**config.mk**
```make
export PLATFORM = sky130hd
export DESIGN_NAME = crc32_word
export DESIGN_NICKNAME = d
export VERILOG_FILES = /design/src/rtl/chiplet_types_pkg.sv /design/src/rtl/crc32_word.sv
export SDC_FILE = /design/constraint.sdc
export NUM_CORES = 1
export LEC_CHECK = 0
export CAP_MARGIN = 10
export CORE_ASPECT_RATIO = 0.6
export CORE_MARGIN = 1.5
export CORE_UTILIZATION = 54
export DETAILED_ROUTE_END_ITERATION = 16
export GPL_TIMING_DRIVEN = 0
export PLACE_DENSITY = 0.95
export REMOVE_ABC_BUFFERS = 1
export SYNTH_ARGS = -nofsm -noshare
export SYNTH_HDL_FRONTEND = slang
export SYNTH_SLANG_ARGS = --single-unit
```
**constraint.sdc**
```tcl
create_clock -name vclk -period 12.1
set_clock_uncertainty 0.2 [all_clocks]
set_input_delay 1.21 -clock vclk [all_inputs]
set_output_delay 1.21 -clock vclk [all_outputs]
set_load 0.05 [all_outputs]
```
**src/rtl/chiplet_types_pkg.sv**
```systemverilog
// Shared chiplet types: flit format, RX header layout,
// CRC-32 constants and RX checker state encoding.
package chiplet_types_pkg;

  typedef struct packed {
    logic [4:0] req;
  } flit_meta_t;

  typedef struct packed {
    flit_meta_t  metadata;
    logic [31:0] payload;
  } flit_t;

  typedef struct packed {
    logic [3:0]  rsvd_hi;
    logic [4:0]  dest;
    logic [15:0] rsvd_lo;
    logic [6:0]  len;
  } rx_hdr_t;

  localparam logic [31:0] CRC32_POLY = 32'h04C1_1DB7;
  localparam logic [31:0] CRC32_INIT = 32'hFFFF_FFFF;

  typedef enum logic [1:0] {
    RX_IDLE,
    RX_PAYLOAD,
    RX_CHECK,
    RX_HOLD
  } rx_state_t;

endpackage

```
**src/rtl/crc32_word.sv**
```systemverilog
// Word-serial CRC-32 step, MSB first, no reflection.
// Shared with the TX side for CRC append.
module crc32_word
  import chiplet_types_pkg::*;
(
  input  logic [31:0] crc_in,
  input  logic [31:0] data,
  output logic [31:0] crc_out
);

  logic [31:0] c;

  always_comb begin
    c = crc_in;
    for (int i = 31; i >= 0; i--) begin
      if (c[31] ^ data[i])
        c = {c[30:0], 1'b0} ^ CRC32_POLY;
      else
        c = {c[30:0], 1'b0};
    end
  end

  assign crc_out = c;

endmodule

```
Yosys cells after proc, flatten, opt, wreduce, memory -nomap -nowiden
Cells that the tools add are included.
{ "word_totals": {"register_bits": 0, "output_inout_bits": 32} }
{ "classes": {"n_mux": 32, "n_bitwise": 64} }
{ "ops": {"columns": ["operator", "count"], "rows": [
  ["27-bit two-way mux", 32],
  ["14-bit NOT", 32],
  ["1-bit XOR", 32]
]} }

Depth between registers and ports, before layout
{ "logic_depth": {"word_depth": 64, "mapped_depth": 8, "depth_no_buf": 8} }

Least setup slack after synthesis
No wires, ideal clock.
{ "synth_path": {"path_type": "in2out", "startpoint": "input data[31]", "endpoint": "output crc_out[13]", "arrival_ps": 5152, "required_time_ps": 10690, "slack_ps": 5538, "stages": 8, "path_cell_list": "xnor2_2 -> xnor3_2 -> xnor3_4 -> xor2_4 -> xor3_2 -> xor2_2 -> xor2_1 -> xor3_1"} }
{ "synth_between": {"elab_chain_cells": 41, "elab_cells_between_ends": 79} }
{ "synth_lines": {"columns": ["item", "line", "text"], "rows": [
  ["start, declared", "crc32_word.sv:7", "input logic [31:0] data,"],
  ["1-bit XOR (*)", "crc32_word.sv:16", "if (c[31] ^ data[i])"],
  ["27-bit two-way mux (*)", "crc32_word.sv:16", null],
  ["14-bit NOT (no source line)", null, null],
  ["27-bit two-way mux", "crc32_word.sv:16", null],
  ["14-bit NOT (no source line) / 27-bit two-way mux (equally long branches)", null, null],
  ["27-bit two-way mux / 14-bit NOT (equally long branches)", null, null],
  ["27-bit two-way mux", "crc32_word.sv:16", null],
  ["27-bit two-way mux / 14-bit NOT (equally long branches)", null, null],
  ["(+24 left out)", null, null],
  ["27-bit two-way mux / 14-bit NOT (equally long branches)", null, null],
  ["27-bit two-way mux", "crc32_word.sv:16", null],
  ["14-bit NOT (no source line) / 1-bit XOR (equally long branches)", null, null],
  ["27-bit two-way mux", "crc32_word.sv:16", null],
  ["14-bit NOT (no source line)", null, null],
  ["27-bit two-way mux", "crc32_word.sv:16", null],
  ["14-bit NOT (no source line)", null, null],
  ["27-bit two-way mux (*) (2 in a row)", "crc32_word.sv:16", null],
  ["end, declared", "crc32_word.sv:8", "output logic [31:0] crc_out"]
]} }
Every way passes the cells marked *; elsewhere a longest branch is shown, timed or not.

Worst setup path after layout
{ "layout_path": {"startpoint": "input crc_in[23]", "endpoint": "output crc_out[11]"} }
{ "layout_between": {"elab_chain_cells": 33, "elab_cells_between_ends": 54} }
{ "layout_lines": {"columns": ["item", "line", "text"], "rows": [
  ["start, declared", "crc32_word.sv:6", "input logic [31:0] crc_in,"],
  ["27-bit two-way mux (*) (2 in a row)", "crc32_word.sv:16", null],
  ["14-bit NOT (no source line)", null, null],
  ["27-bit two-way mux (*)", "crc32_word.sv:16", null],
  ["1-bit XOR (*)", "crc32_word.sv:16", null],
  ["27-bit two-way mux (*)", "crc32_word.sv:16", null],
  ["27-bit two-way mux (5 in a row)", "crc32_word.sv:16", null],
  ["14-bit NOT (no source line)", null, null],
  ["27-bit two-way mux", "crc32_word.sv:16", null],
  ["(+11 left out)", null, null],
  ["14-bit NOT (no source line)", null, null],
  ["27-bit two-way mux", "crc32_word.sv:16", null],
  ["14-bit NOT (no source line)", null, null],
  ["27-bit two-way mux (2 in a row)", "crc32_word.sv:16", null],
  ["14-bit NOT (no source line)", null, null],
  ["27-bit two-way mux (*)", "crc32_word.sv:16", null],
  ["14-bit NOT (no source line)", null, null],
  ["27-bit two-way mux (*)", "crc32_word.sv:16", null]
]} }
Marked as above.

==> flow_metrics.tcl <==
set metrics [dict create \
    synthAdderAreaFrac_pct 0 \
    synth_top_cell_by_area "xnor2_1" \
    synth_top_family_by_area "XOR/XNOR gates" \
    timing.fmax_mhz 130 \
    yosys-top-cells-area "xnor2_1, xnor3_1, xor2_1, xnor3_2, xnor2_2" \
    hold-worst-slack_ns 4.06 \
    dieHeight_um 61.5 \
    routedWlPerCell_um 17.5 \
    grt-ovfl-total 0 \
    drt_iter0_markers 161 \
    grt_max_degree 9 \
    cpMostUsedCell "xnor2_1" \
    drive_above_1_share_pct 8.81 \
    ctsHoldBuffers 0 \
    core_um2 5540 \
    placementRows 21 \
    hold_path.class "in -> out" \
    ant_nets 0 \
    wl_mm 7.54 \
    syn-mean-instance-area_um2 12.0 \
    relSlewSlack_pct 26.0 \
    first_pass_iters 4 \
    maxCapViolCount 0 \
    crit_family "XOR/XNOR gates" \
    ios 96 \
    cpPeakStageDelay_ns 0.84 \
    slew_viol_final 0 \
    drc 0 \
    vias_per_cell 4.88 \
    cts_setup_buffers 0 \
    initial_utilization_pct 55.6 \
    num-fill-cells 385 \
    synth_top_area_share_pct 42.1 \
    synth_compound_area_share_pct 0 \
    slowest_stage "clkdlybuf4s50_1" \
    design.seq.count 0 \
    seq_area_um2 0 \
    yosysSeqAreaShare_pct 0 \
    outcome "finished clean" \
    diodes 0 \
    clkbuf_count 0 \
    tightest_slew_ns 1.10 \
    dpl.cell_count 432 \
    period_needed_ns 7.69 \
    ys_types 13 \
    dp_hpwl_mm 6.50 \
    fin_nets 418 \
    critPathRequiredTime_ns 10.69 \
    first_global_vias 2155 \
    die_area_um2 6180 \
    cp_max_fo 6 \
    multi_input_area_um2 3070 \
    gp_congestion 0.884 \
    syn_area_um2 3080 \
    grt.total_usage_pct 25.2 \
    start_kind "input port" \
    yosys.area_share.simple_pct 0 \
    synthCells 256 \
    cts_resized 0 \
    setup_viol 0 \
    hold_violations 0 \
    crit_chain "clkdlybuf4s50_1 -> xnor2_1 -> xor2_1 -> xnor2_1 -> xnor3_1 -> xnor2_1 -> xor3_2 -> xnor2_1 -> clkdlybuf4s50_1" \
    grt_pass1_wl_mm 11.6 \
    tns_ns 0 \
    rsz0062_at_grt "false" \
    crit_type "in -> out" \
    synth_xor_area_share_pct 99.8 \
    vias 2110 \
    arrival_ns 6.28 \
    antenna_found_initial 0 \
    die_x_um 101 \
    muxShareOfSynthArea_pct 0 \
    holdCritStartpoint "data[9]" \
    fin_cells 432 \
    port_buffers 96 \
    ys_warn_count 0 \
    min_period_over_period_pct 63.5 \
    cp-end-kind "output port" \
    cp-startpoint "crc_in[23]" \
    synthToLayoutAreaGrowth_pct 34.4 \
    path_buf_inv 2 \
]
## synth_stat cells
library cell and instances:
inv_1 2, xnor2_1 148, xnor2_2 7, xnor2_4 1
xnor3_1 30, xnor3_2 12, xnor3_4 2, xor2_1 43
xor2_2 4, xor2_4 2, xor3_1 2, xor3_2 2
xor3_4 1
## area by class of cell
type	count	area share (%)
inverter	2	0.181
timing repair buffer	96	23.2
multi-input combinational	254	74.2
tap	80	2.42
## through the flow
stage / util, % / cell area, um^2 / setup slack (ns)
2_1_floorplan: - / 3080 / 5.54
3_3_place_gp: 74.7 / 4140 / 4.58
3_5_place_dp: 74.7 / 4140 / 4.46
4_1_cts: 74.7 / 4140 / 4.44
5_1_grt: 74.7 / 4140 / 4.25
6_report: 74.7 / 4140 / 4.41
## kinds of logic (layout without fill, tap and decap cells)
group | Yosys count | count (layout)
xor+xnor | 254 | 254
buf+inv | 2 | 98
## worst paths after layout
kind           to  depth (start not counted)
max   crc_out[11]                          9
min   crc_out[19]                          7
## layer usage
metal / track usage (%) / vias up / routed length (um)
li1: - / 1010 / -
met1: 37.5 / 987 / 3390
met2: 41.2 / 113 / 3230
met3: 4.43 / 0 / 916
met4: 0.805 / 0 / 0
met5: 0 / - / 0
## placed cells by master (no fill, tap or decap)
| cell | n |
|---|---|
| xor2_4 | 2 |
| clkdlybuf4s50_1 | 96 |
| xnor2_4 | 1 |
| xnor3_1 | 30 |
| xor3_4 | 1 |
| xor3_2 | 2 |
| xnor3_2 | 12 |
| xor2_1 | 43 |
| xnor3_4 | 2 |
| xor3_1 | 2 |
| xor2_2 | 4 |
| xnor2_2 | 7 |
| inv_1 | 2 |
| xnor2_1 | 148 |
Power is left out: the tool's default activity adds up to more than one toggle a clock period on the data nets, which glitch-free logic cannot reach.
